<file path="src/rtl/coherence_pkg.sv">
// rtl/coherence_pkg.sv - shared coherence codes for the bus arbiter and cache controllers
package coherence_pkg;

  // Bus message carried with each request and broadcast to the snoopers
  typedef enum logic [1:0] {
    MSG_EMPTY      = 2'b00,
    MSG_READ_MISS  = 2'b01,
    MSG_INVALIDATE = 2'b10,
    MSG_WRITE_MISS = 2'b11
  } bus_msg_e;

  // MSI line state held by each cache controller
  typedef enum logic [1:0] {
    MSI_INVALID  = 2'b00,
    MSI_SHARED   = 2'b01,
    MSI_MODIFIED = 2'b10
  } msi_state_e;

  // Processor-side operation presented to a cache controller
  typedef enum logic [1:0] {
    OP_NONE  = 2'b00,
    OP_READ  = 2'b01,
    OP_WRITE = 2'b10
  } proc_op_e;

  // Arbiter transaction sequence
  typedef enum logic [2:0] {
    ARB_IDLE  = 3'd0,
    ARB_BCAST = 3'd1,
    ARB_SNOOP = 3'd2,
    ARB_WB    = 3'd3,
    ARB_DONE  = 3'd4
  } arb_state_e;

endpackage

</file>
<file path="src/rtl/rr_picker.sv">
// rtl/rr_picker.sv - combinational round-robin select starting just after the pointer
module rr_picker #(
  parameter int N     = 4,
  parameter int IDX_W = 2
) (
  input  logic [N-1:0]     i_mask,
  input  logic [IDX_W-1:0] i_ptr,
  output logic [N-1:0]     o_onehot,
  output logic [IDX_W-1:0] o_idx,
  output logic             o_any
);

  localparam int SEL_W = (N > 1) ? $clog2(N) : 1;

  // Scan from the farthest candidate back to ptr+1 so the nearest eligible one is kept
  always_comb begin
    o_onehot = '0;
    o_idx    = '0;
    o_any    = 1'b0;
    for (int k = N; k >= 1; k--) begin
      if (i_mask[SEL_W'((int'(i_ptr) + k) % N)]) begin
        o_any    = 1'b1;
        o_idx    = IDX_W'((int'(i_ptr) + k) % N);
        o_onehot = '0;
        o_onehot[SEL_W'((int'(i_ptr) + k) % N)] = 1'b1;
      end
    end
  end

endmodule

</file>
<file path="src/rtl/coherence_bus_arbiter.sv">
// rtl/coherence_bus_arbiter.sv - round-robin snooping bus arbiter with ack collection and write-back
module coherence_bus_arbiter
  import coherence_pkg::*;
#(
  parameter int NUM_CPU = 4,
  parameter int ADDR_W  = 8,
  parameter int SRC_W   = 2,
  parameter int TIMEOUT = 15
) (
  input  logic                      i_clock,
  input  logic                      i_resetn,
  input  logic [NUM_CPU-1:0]        i_req,
  input  logic [2*NUM_CPU-1:0]      i_req_msg,
  input  logic [ADDR_W*NUM_CPU-1:0] i_req_addr,
  output logic [NUM_CPU-1:0]        o_grant,
  output logic                      o_bus_valid,
  output logic [1:0]                o_bus_msg,
  output logic [ADDR_W-1:0]         o_bus_addr,
  output logic [SRC_W-1:0]          o_bus_src,
  input  logic [NUM_CPU-1:0]        i_snoop_ack,
  input  logic [NUM_CPU-1:0]        i_snoop_wb,
  input  logic                      i_wb_done,
  output logic [NUM_CPU-1:0]        o_done,
  output logic                      o_err
);

  localparam int TMR_W = $clog2(TIMEOUT + 1);

  arb_state_e          r_state;
  arb_state_e          w_state_next;
  logic [NUM_CPU-1:0]  r_grant;
  logic [1:0]          r_bus_msg;
  logic [ADDR_W-1:0]   r_bus_addr;
  logic [SRC_W-1:0]    r_bus_src;
  logic [SRC_W-1:0]    r_ptr;
  logic [NUM_CPU-1:0]  r_ack_mask;
  logic                r_wb;
  logic [TMR_W-1:0]    r_timer;
  logic                r_timeout;

  logic [NUM_CPU-1:0]  w_elig;
  logic [NUM_CPU-1:0]  w_pick_onehot;
  logic [SRC_W-1:0]    w_pick_idx;
  logic                w_pick_any;
  logic [1:0]          w_pick_msg;
  logic [ADDR_W-1:0]   w_pick_addr;
  logic [NUM_CPU-1:0]  w_src_onehot;
  logic [NUM_CPU-1:0]  w_req_mask;
  logic [NUM_CPU-1:0]  w_ack_seen;
  logic                w_ack_all;
  logic                w_wb_seen;
  logic [TMR_W-1:0]    w_timer_inc;
  logic                w_timed_out;

  // A request with an empty message is not a real bus request
  always_comb begin
    w_elig = '0;
    for (int i = 0; i < NUM_CPU; i++) begin
      w_elig[i] = i_req[i] && (i_req_msg[2*i +: 2] != MSG_EMPTY);
    end
  end

  rr_picker #(
    .N     (NUM_CPU),
    .IDX_W (SRC_W)
  ) u_rr_picker (
    .i_mask   (w_elig),
    .i_ptr    (r_ptr),
    .o_onehot (w_pick_onehot),
    .o_idx    (w_pick_idx),
    .o_any    (w_pick_any)
  );

  // Route the winner's message and address to the latch inputs
  always_comb begin
    w_pick_msg  = '0;
    w_pick_addr = '0;
    for (int i = 0; i < NUM_CPU; i++) begin
      if (w_pick_onehot[i]) begin
        w_pick_msg  = i_req_msg[2*i +: 2];
        w_pick_addr = i_req_addr[ADDR_W*i +: ADDR_W];
      end
    end
  end

  // Decode the current owner; its own ack/wb lines are never required
  always_comb begin
    w_src_onehot = '0;
    for (int i = 0; i < NUM_CPU; i++) begin
      w_src_onehot[i] = (r_bus_src == SRC_W'(i));
    end
  end

  assign w_req_mask  = ~w_src_onehot;
  assign w_ack_seen  = (r_ack_mask | i_snoop_ack) & w_req_mask;
  assign w_ack_all   = (w_ack_seen == w_req_mask);
  assign w_wb_seen   = r_wb | (|(i_snoop_ack & i_snoop_wb & w_req_mask));
  assign w_timer_inc = r_timer + TMR_W'(1);
  assign w_timed_out = !w_ack_all && (w_timer_inc >= TMR_W'(TIMEOUT));

  // State register
  always_ff @(posedge i_clock) begin
    if (!i_resetn) r_state <= ARB_IDLE;
    else           r_state <= w_state_next;
  end

  // Next-state sequencing; acks completing in the same cycle beat the timeout
  always_comb begin
    w_state_next = r_state;
    case (r_state)
      ARB_IDLE:  if (w_pick_any) w_state_next = ARB_BCAST;
      ARB_BCAST: w_state_next = ARB_SNOOP;
      ARB_SNOOP: begin
        if (w_ack_all)        w_state_next = w_wb_seen ? ARB_WB : ARB_DONE;
        else if (w_timed_out) w_state_next = ARB_DONE;
      end
      ARB_WB:    if (i_wb_done) w_state_next = ARB_DONE;
      ARB_DONE:  w_state_next = ARB_IDLE;
      default:   w_state_next = ARB_IDLE;
    endcase
  end

  // Owner latches, round-robin pointer and snoop bookkeeping
  always_ff @(posedge i_clock) begin
    if (!i_resetn) begin
      r_grant    <= '0;
      r_bus_msg  <= '0;
      r_bus_addr <= '0;
      r_bus_src  <= '0;
      r_ptr      <= SRC_W'(NUM_CPU - 1);
      r_ack_mask <= '0;
      r_wb       <= 1'b0;
      r_timer    <= '0;
      r_timeout  <= 1'b0;
    end else begin
      case (r_state)
        ARB_IDLE: begin
          if (w_pick_any) begin
            r_grant    <= w_pick_onehot;
            r_bus_src  <= w_pick_idx;
            r_bus_msg  <= w_pick_msg;
            r_bus_addr <= w_pick_addr;
          end
        end
        ARB_BCAST: begin
          r_ack_mask <= '0;
          r_wb       <= 1'b0;
          r_timer    <= '0;
          r_timeout  <= 1'b0;
        end
        ARB_SNOOP: begin
          r_ack_mask <= r_ack_mask | i_snoop_ack;
          r_wb       <= w_wb_seen;
          r_timer    <= w_timer_inc;
          if (w_timed_out) r_timeout <= 1'b1;
        end
        ARB_DONE: begin
          r_grant <= '0;
          r_ptr   <= r_bus_src;
        end
        default: ;
      endcase
    end
  end

  assign o_grant     = r_grant;
  assign o_bus_msg   = r_bus_msg;
  assign o_bus_addr  = r_bus_addr;
  assign o_bus_src   = r_bus_src;
  assign o_bus_valid = (r_state == ARB_BCAST);
  assign o_done      = (r_state == ARB_DONE) ? w_src_onehot : '0;
  assign o_err       = (r_state == ARB_DONE) && r_timeout;

endmodule
</file>
<file path="config.mk">
export PLATFORM = sky130hd
export DESIGN_NAME = coherence_bus_arbiter
export DESIGN_NICKNAME = d
export VERILOG_FILES = /design/src/rtl/coherence_pkg.sv /design/src/rtl/rr_picker.sv /design/src/rtl/coherence_bus_arbiter.sv
export SDC_FILE = /design/constraint.sdc
export NUM_CORES = 1
export LEC_CHECK = 0
export CAP_MARGIN = 20
export CORE_ASPECT_RATIO = 2
export CORE_UTILIZATION = 50
export CTS_CLUSTER_SIZE = 40
export DETAILED_ROUTE_END_ITERATION = 8
export PLACE_DENSITY = 0.84
export SLEW_MARGIN = 10
export SYNTH_ARGS = -nofsm -noshare
export SYNTH_HDL_FRONTEND = slang
export SYNTH_SLANG_ARGS = --single-unit
</file>
<file path="constraint.sdc">
create_clock -name i_clock -period 7.1 [get_ports i_clock]
set_input_delay 0.71 -clock i_clock [delete_from_list [all_inputs] [get_ports i_clock]]
set_output_delay 0.71 -clock i_clock [all_outputs]
set_load 0.05 [all_outputs]
</file>
==> results of run 1 <==
[worst min path at each step]
stage / startpoint / endpoint
final: r_timeout / r_timeout
after global placement: r_timeout / r_timeout
after global routing: o_grant[3] / o_grant[3]
after detailed placement: o_bus_addr[0] / o_bus_addr[0]
after CTS: r_timeout / r_timeout
after floorplan: r_timeout / r_timeout
[flip-flops by register name, indices dropped and copies added, names as in the netlist]
name,flops
r_timeout,1
r_wb,1
o_bus_addr,8
o_grant,4
r_timer,4
r_ptr,2
r_ack_mask,4
r_state,3
o_bus_msg,2
o_bus_src,2
[power by group]
| part | leakage [uW] | switching, uW | internal, uW | total [uW] |
|---|---|---|---|---|
| clock | 0.0000612 | 66.6 | 113 | 180 |
| sequential | 0.000253 | 49.7 | 210 | 260 |
| combinational | 0.000820 | 280 | 165 | 445 |
[critical path: cells and delay by family (launching register included)]
family,cells,cell delay (ns)
DFF,1,0.73
adders and majority gates,1,0.59
muxes,1,0.67
AOI/OAI and AO/OA,4,1.21
buffers and inverters,1,0.28
[routing by layer]
layer,up-vias,global-route usage [%]
met5,-,0
met4,0,18.8
met3,30,3.40
met2,98,57.3
met1,1297,31.9
li1,1306,-
[layout make-up]
class                      instances  share of cell area, %
clock buffer                       6                   2.57
tap                               55                   2.14
clock inverter                     2                   1.09
inverter                          10                   1.17
timing repair buffer              76                   23.6
sequential                        31                   19.3
multi-input combinational        248                   50.1
[synth_stat cells (2+ instances only)]
cell / number
nand2_1: 37
dfxtp_1: 31
nor2_1: 29
a21oi_1: 25
o21ai_0: 19
nand3_1: 14
a22oi_1: 11
a221oi_1: 10
o221ai_1: 10
ha_1: 9
nor3_1: 9
clkbuf_1: 7
inv_1: 7
a31oi_1: 6
mux2i_1: 5
o21ai_2: 5
or3_1: 5
buf_2: 4
nand2b_1: 4
o21a_1: 4
a311oi_1: 3
mux4_2: 3
o22ai_1: 3
and3_1: 2
buf_6: 2
clkinv_1: 2
nand4_1: 2
nor2b_1: 2
nor3b_1: 2
o2111ai_1: 2
o21a_2: 2
o21ai_1: 2
o221ai_2: 2
or2_1: 2
[metrics by stage]
step	utilization (%)	total power [uW]	hold slack (ns)	cell area, sq um
after global routing	70.7	936	0.501	3220
after CTS	70.7	884	0.483	3220
after global placement	68.1	694	0.451	3100
after floorplan	-	562	0.442	2360
final	70.7	885	0.480	3220
after detailed placement	68.1	701	0.472	3100
[kinds of logic (layout without fill, tap and decap cells)]
family,after synthesis,after routing
AOI/OAI and AO/OA,113,113
xor gates and xnor gates,2,2
adders and majority gates,9,9
buffers and inverters,26,94
DFF,31,31
muxes,9,9
and+or+nand+nor,115,115
==> metrics.log, run 1 <==
INFO  metric floorplan.initialDensity = 51.7%
INFO  metric placed_cells = 420
INFO  metric worst-slew-pin-transition = 0.896 ns
INFO  metric multi_input_area = 1610 sq um
INFO  metric power.leakage = 0.00113 uW
INFO  metric grt_overflow_total = 0
INFO  metric fill_cells = 411
INFO  metric vias = 2731
INFO  metric avgSynthCellArea = 7.72 sq um
INFO  metric numClockSinks = 31
INFO  metric grt_max_degree = 21
INFO  metric worst_setup_path_start_kind = flop
INFO  metric place.detailed.hpwl = 5.53 mm
INFO  metric power_density = 275 nW/um^2
INFO  metric cts.repair.resized = 0
INFO  metric commonest_non_fill_non_tap_cell_in_the_layout = clkdlybuf4s50_1
INFO  metric fp.coreArea = 4550 sq um
INFO  metric die_x = 50.5 um
INFO  metric fmax = 277 MHz
INFO  metric chipHeight = 99.1 um
INFO  metric wl_met2 = 4.10 mm
INFO  metric synth-seq-area-share = 26.3%
INFO  metric grt_setup_unrepaired = false
INFO  metric synth_async_sr_flop_share = 0%
INFO  metric synth.yosys.warnings = 0
INFO  metric grt_usage = 31.1%
INFO  metric cts_post_setup_buffers_inserted = 0
INFO  metric worstSetupStartpoint = r_ptr[0]
INFO  metric clk-insertion-delay-late = 0.28 ns
INFO  metric port_buffers = 76
INFO  metric drc_errors = 0
INFO  metric vdd.ir_drop.worst = 262 uV
INFO  metric wl_met1 = 2.69 mm
INFO  metric met3_wirelength = 235 um
INFO  metric ff2ff_path_depth = 7
INFO  metric worst_r2r_startpoint = r_ptr[0]
INFO  metric fp.dieArea = 5010 sq um
INFO  metric cts_buffers = 5
INFO  metric worst-endpoint-arrival = 3.77 ns
INFO  metric post_synth_num_cell_types = 57
INFO  metric drt_iter0_markers = 76
INFO  metric finish.cell_count_without_fillers = 428
INFO  metric critical_path_cell_list = inv_2, ha_1, mux4_2, a31oi_1, o22ai_1, a221oi_1, a22oi_1
INFO  metric clk_pin_slew = 0.07 ns
INFO  metric r2r-end = o_bus_addr[5]
INFO  metric synthXorXnorAreaFrac = 0.743%
INFO  metric run_status = finished, final reports clean
INFO  metric drive_above_1_share = 7.24%
INFO  metric mappedNetlistNets = 369
INFO  metric post-route-min-period = 3.61 ns
INFO  metric synth_top_area_share = 26.3%
INFO  metric synth_mux_area_share = 5.58%
INFO  metric hold_class = reg -> reg
INFO  metric holdBufCountCts = 0
INFO  metric critical-path-slowest-cell = dfxtp_1
INFO  metric post_drt_via_cell_ratio = 6.38
INFO  metric antenna_found_initial = 0
INFO  metric htreeDepth = 2
INFO  metric setup.worst_path.class = reg -> reg
INFO  metric wire_per_inst = 17.2 um
INFO  metric yosys.area_share.adder = 4.78%
INFO  metric vias_in_the_first_global_route = 2676
INFO  metric synth_top_family_by_area = compound AO/OA/AOI/OAI gates
INFO  metric timing.critical_path.to_type = flop
INFO  metric synthDominantAreaCellType = dfxtp_1
INFO  metric synth-seq-cells = 31
INFO  metric drv_cap = 0
INFO  metric layout_setup_ws = 3.49 ns
INFO  metric setup.worst_path.end = o_bus_addr[5]
INFO  metric setup_viol = 0
INFO  metric critPathRequiredTime = 7.26 ns
INFO  metric globalplace.congestion = 0.967
INFO  metric final.period_utilization = 50.9%
INFO  metric totalWireLength = 7.38 mm
INFO  metric synth-compound-area-share = 33.8%
INFO  metric setup.reg_to_reg.worst_slack = 3.49 ns
INFO  metric skew = 0.00952 ns
INFO  metric slew_headroom = 40.3%
INFO  metric finalHoldViolations = 0
INFO  metric drtAntennaViolNets = 0
INFO  metric synthesized_area = 2360 sq um
INFO  metric antenna_cells_inserted = 0
INFO  metric firstDrtPassIters = 4
INFO  metric area_growth_from_synthesis_to_layout = 36.6%
INFO  metric synth_simple_gate_area_share = 23.6%
INFO  metric slew_violations = 0
INFO  metric route.top_layer_used = met4
INFO  metric cts_buffer_depth = 2
INFO  metric global_route_wire_length_before_repair = 12.0 mm
INFO  metric holdPathStages = 2
INFO  metric postSynth.topFlopCell = dfxtp_1
INFO  metric io-pin-count = 77
INFO  metric setup_tns = 0 ns
INFO  metric timing.critical_path.fanout_max = 16
INFO  metric synth_edf_count = 0
INFO  metric cp_slowest_stage_delay = 0.73 ns
INFO  metric tritoncts = yes
INFO  metric num_rows = 35
INFO  metric layout.nets = 436
INFO  metric synth.top_cells.by_area = dfxtp_1 26%, nand2_1 5.9%, a21oi_1 5.3%
INFO  metric setup_slack_placement = 3.55 ns
INFO  metric cts.root.buffer_cell = clkbuf_8
INFO  metric seqCellArea = 621 sq um
INFO  metric layout.cells.most_common_list = 76 x clkdlybuf4s50_1, 37 x nand2_1, 31 x dfxtp_1
INFO  metric synth_cells = 305
(Power assumes the default switching activity.)
==> run 2: changes to the inputs <==
--- a/config.mk
+++ b/config.mk
@@ -7,10 +7,10 @@
 export LEC_CHECK = 0
 export CAP_MARGIN = 20
 export CORE_ASPECT_RATIO = 2
-export CORE_UTILIZATION = 50
+export CORE_UTILIZATION = 47
 export CTS_CLUSTER_SIZE = 40
 export DETAILED_ROUTE_END_ITERATION = 8
-export PLACE_DENSITY = 0.84
+export PLACE_DENSITY = 0.8
 export SLEW_MARGIN = 10
 export SYNTH_ARGS = -nofsm -noshare
 export SYNTH_HDL_FRONTEND = slang
==> constraint.sdc (replaced) <==
create_clock -name i_clock -period 3.5 [get_ports i_clock]
set_input_delay 0.35 -clock i_clock [delete_from_list [all_inputs] [get_ports i_clock]]
set_output_delay 0.35 -clock i_clock [all_outputs]
set_load 0.05 [all_outputs]
==> metrics.log, run 2 (synthesis results as in run 1) <==
INFO  metric slew_headroom = 56.1% (+16 points)
INFO  metric met3_wirelength = 233 um (-0.85%)
INFO  metric crit_cells = 7 (unchanged)
INFO  metric layout.cells.most_common_list = 76 x clkdlybuf4s50_1, 37 x nand2_1, 31 x dfxtp_1
INFO  metric critical_path_cell_list = inv_2, ha_1, mux4_2, a31oi_1, or2_1, o221ai_1, a22oi_1
INFO  metric antenna_cells_inserted = 0 (unchanged)
INFO  metric drive_above_1_share = 8.71% (+1.5 points)
INFO  metric finalHoldViolations = 0 (unchanged)
INFO  metric layout.nets = 443 (+1.6%)
INFO  metric run_status = finished, final reports clean
INFO  metric fp.dieArea = 5320 sq um (+6.2%)
INFO  metric grt_max_degree = 21 (unchanged)
INFO  metric vdd.ir_drop.worst = 481 uV (+84%)
INFO  metric global_route_wire_length_before_repair = 11.4 mm (-5.1%)
INFO  metric path_delay_family = compound AO/OA/AOI/OAI gates
INFO  metric power_density = 537 nW/um^2 (+95%)
INFO  metric ff2ff_path_depth = 7 (unchanged)
INFO  metric wire_per_inst = 16.9 um (-2.1%)
INFO  metric fp.coreArea = 4860 sq um (+6.8%)
INFO  metric area_growth_from_synthesis_to_layout = 37.7%
INFO  metric setup.worst_path.class = reg -> reg
INFO  metric largest_reg_flops = 8 (unchanged)
INFO  metric area_after_detailed_placement = 3160 sq um (+1.8%)
INFO  metric firstDrtPassIters = 4 (unchanged)
INFO  metric post_drt_via_cell_ratio = 6.18 (-3.1%)
INFO  metric commonest_non_fill_non_tap_cell_in_the_layout = clkdlybuf4s50_1
INFO  metric worst_setup_path_start_kind = flop
INFO  metric slew_violations = 0 (unchanged)
INFO  metric grt_setup_unrepaired = false
INFO  metric grt_usage = 28.9% (-2.1 points)
INFO  metric tritoncts = yes
INFO  metric drc_errors = 0 (unchanged)
INFO  metric critPathRequiredTime = 3.70 ns (-3.56 ns)
INFO  metric cts_post_setup_buffers_inserted = 0 (unchanged)
INFO  metric cp_slowest_stage_delay = 0.65 ns (-0.08 ns)
INFO  metric grt_overflow_total = 0 (unchanged)
INFO  metric final_cell_area = 3240 sq um (+0.78%)
INFO  metric totalWireLength = 7.36 mm (-0.26%)
INFO  metric numClockSinks = 31 (unchanged)
INFO  metric critical-path-slowest-cell = mux4_2
INFO  metric io-pin-count = 77 (unchanged)
INFO  metric holdPathStages = 2 (unchanged)
INFO  metric vias_in_the_first_global_route = 2568 (-4.0%)
INFO  metric globalplace.congestion = 0.964 (-0.28%)
INFO  metric floorplan.initialDensity = 48.4% (-3.3 points)
INFO  metric drv_cap = 0 (unchanged)
INFO  metric final.period_utilization = 82.6% (+32 points)
INFO  metric clk-insertion-delay-late = 0.28 ns (about the same)
INFO  metric route.top_layer_used = met4
INFO  metric finish.cell_count_without_fillers = 436 (+1.9%)
INFO  metric clk_pin_slew = 0.07 ns (about the same)
INFO  metric drt_iter0_markers = 92 (+21%)
INFO  metric cts.root.buffer_cell = clkbuf_8
INFO  metric fmax = 346 MHz (+25%)
INFO  metric wl_met2 = 4.17 mm (+1.8%)
INFO  metric setup_viol = 0 (unchanged)
INFO  metric post-route-min-period = 2.89 ns (-0.724 ns)
INFO  metric cts.repair.resized = 0 (unchanged)
INFO  metric drtAntennaViolNets = 0 (unchanged)
INFO  metric placed_cells = 429 (+2.1%)
INFO  metric cts_buffers = 5 (unchanged)
INFO  metric worst-slew-pin-transition = 0.659 ns (-0.237 ns)
INFO  metric power = 1740 uW (+97%)
INFO  metric vias = 2695 (-1.3%)
INFO  metric chipHeight = 102 um (+3.1%)
INFO  metric port_buffers = 76 (unchanged)
INFO  metric die_x = 52.1 um (+3.0%)
INFO  metric finish.utilization = 66.7% (-4.0 points)
INFO  metric hold_class = reg -> reg
INFO  metric timing.critical_path.to_type = flop
INFO  metric power.leakage = 0.00115 uW (+1.6%)
INFO  metric timing.critical_path.fanout_max = 14 (-2)
INFO  metric htreeDepth = 2 (unchanged)
INFO  metric antenna_found_initial = 0 (unchanged)
INFO  metric place.detailed.hpwl = 5.64 mm (+1.9%)
INFO  metric cp_num_buf_inv = 1 (unchanged)
INFO  metric setup.reg_to_reg.worst_slack = 0.61 ns (-2.88 ns)
INFO  metric worst-endpoint-arrival = 3.09 ns (-0.68 ns)
INFO  metric num_rows = 36 (+2.9%)
INFO  metric setup_tns = 0 ns (unchanged)
INFO  metric cts_buffer_depth = 2 (unchanged)
INFO  metric holdBufCountCts = 0 (unchanged)
INFO  metric skew = 0.00399 ns (-0.00553 ns)
INFO  metric wl_met1 = 2.63 mm (-2.4%)
[run 2: cell count changes in the layout (fill, tap and decap cells not counted), sizes merged]
cell	before	now
bufinv	1	0
buf	0	7
[run 2: final cells by class]
class | count | area [sq um]
Fill cell | 411 | 1620
Multi-Input combinational cell | 248 | 1610
Timing Repair Buffer | 83 | 813
Sequential cell | 31 | 621
Clock buffer | 6 | 82.6
Tap cell | 57 | 71.3
Inverter | 10 | 37.5
Clock inverter | 1 | 5.00
[run 2: per-stage QoR]
step	hold slack (ns)	setup WS (ns)
after CTS	0.474	0.622
after floorplan	0.422	0.660
after global placement	0.451	0.626
after detailed placement	0.465	0.570
after global routing	0.501	0.421
final	0.473	0.610
[run 2: layer usage]
| layer | track usage (%) | up-vias |
|---|---|---|
| met5 | 0 | - |
| met1 | 27.1 | 1264 |
| met2 | 55.9 | 98 |
| li1 | - | 1310 |
| met4 | 16.4 | 0 |
| met3 | 4.32 | 23 |
[run 2: worst paths after layout]
kind,startpoint,endpoint
max,r_ptr[0],o_bus_addr[1]
min,o_grant[2],o_grant[2]
max reg2reg,r_ptr[0],o_bus_addr[1]
min reg2reg,o_grant[2],o_grant[2]
[run 2: tightest hold or removal path, cell delays in order, from the launching register on]
cell	delay (ns)
dfxtp_1	0.31
nand3_1	0.06
a21oi_1	0.06
[run 2: power by group]
group,switching [uW],internal [uW],total [uW]
clock,133,154,287
combinational,577,362,939
sequential,89.1,427,516
total,799,943,1740
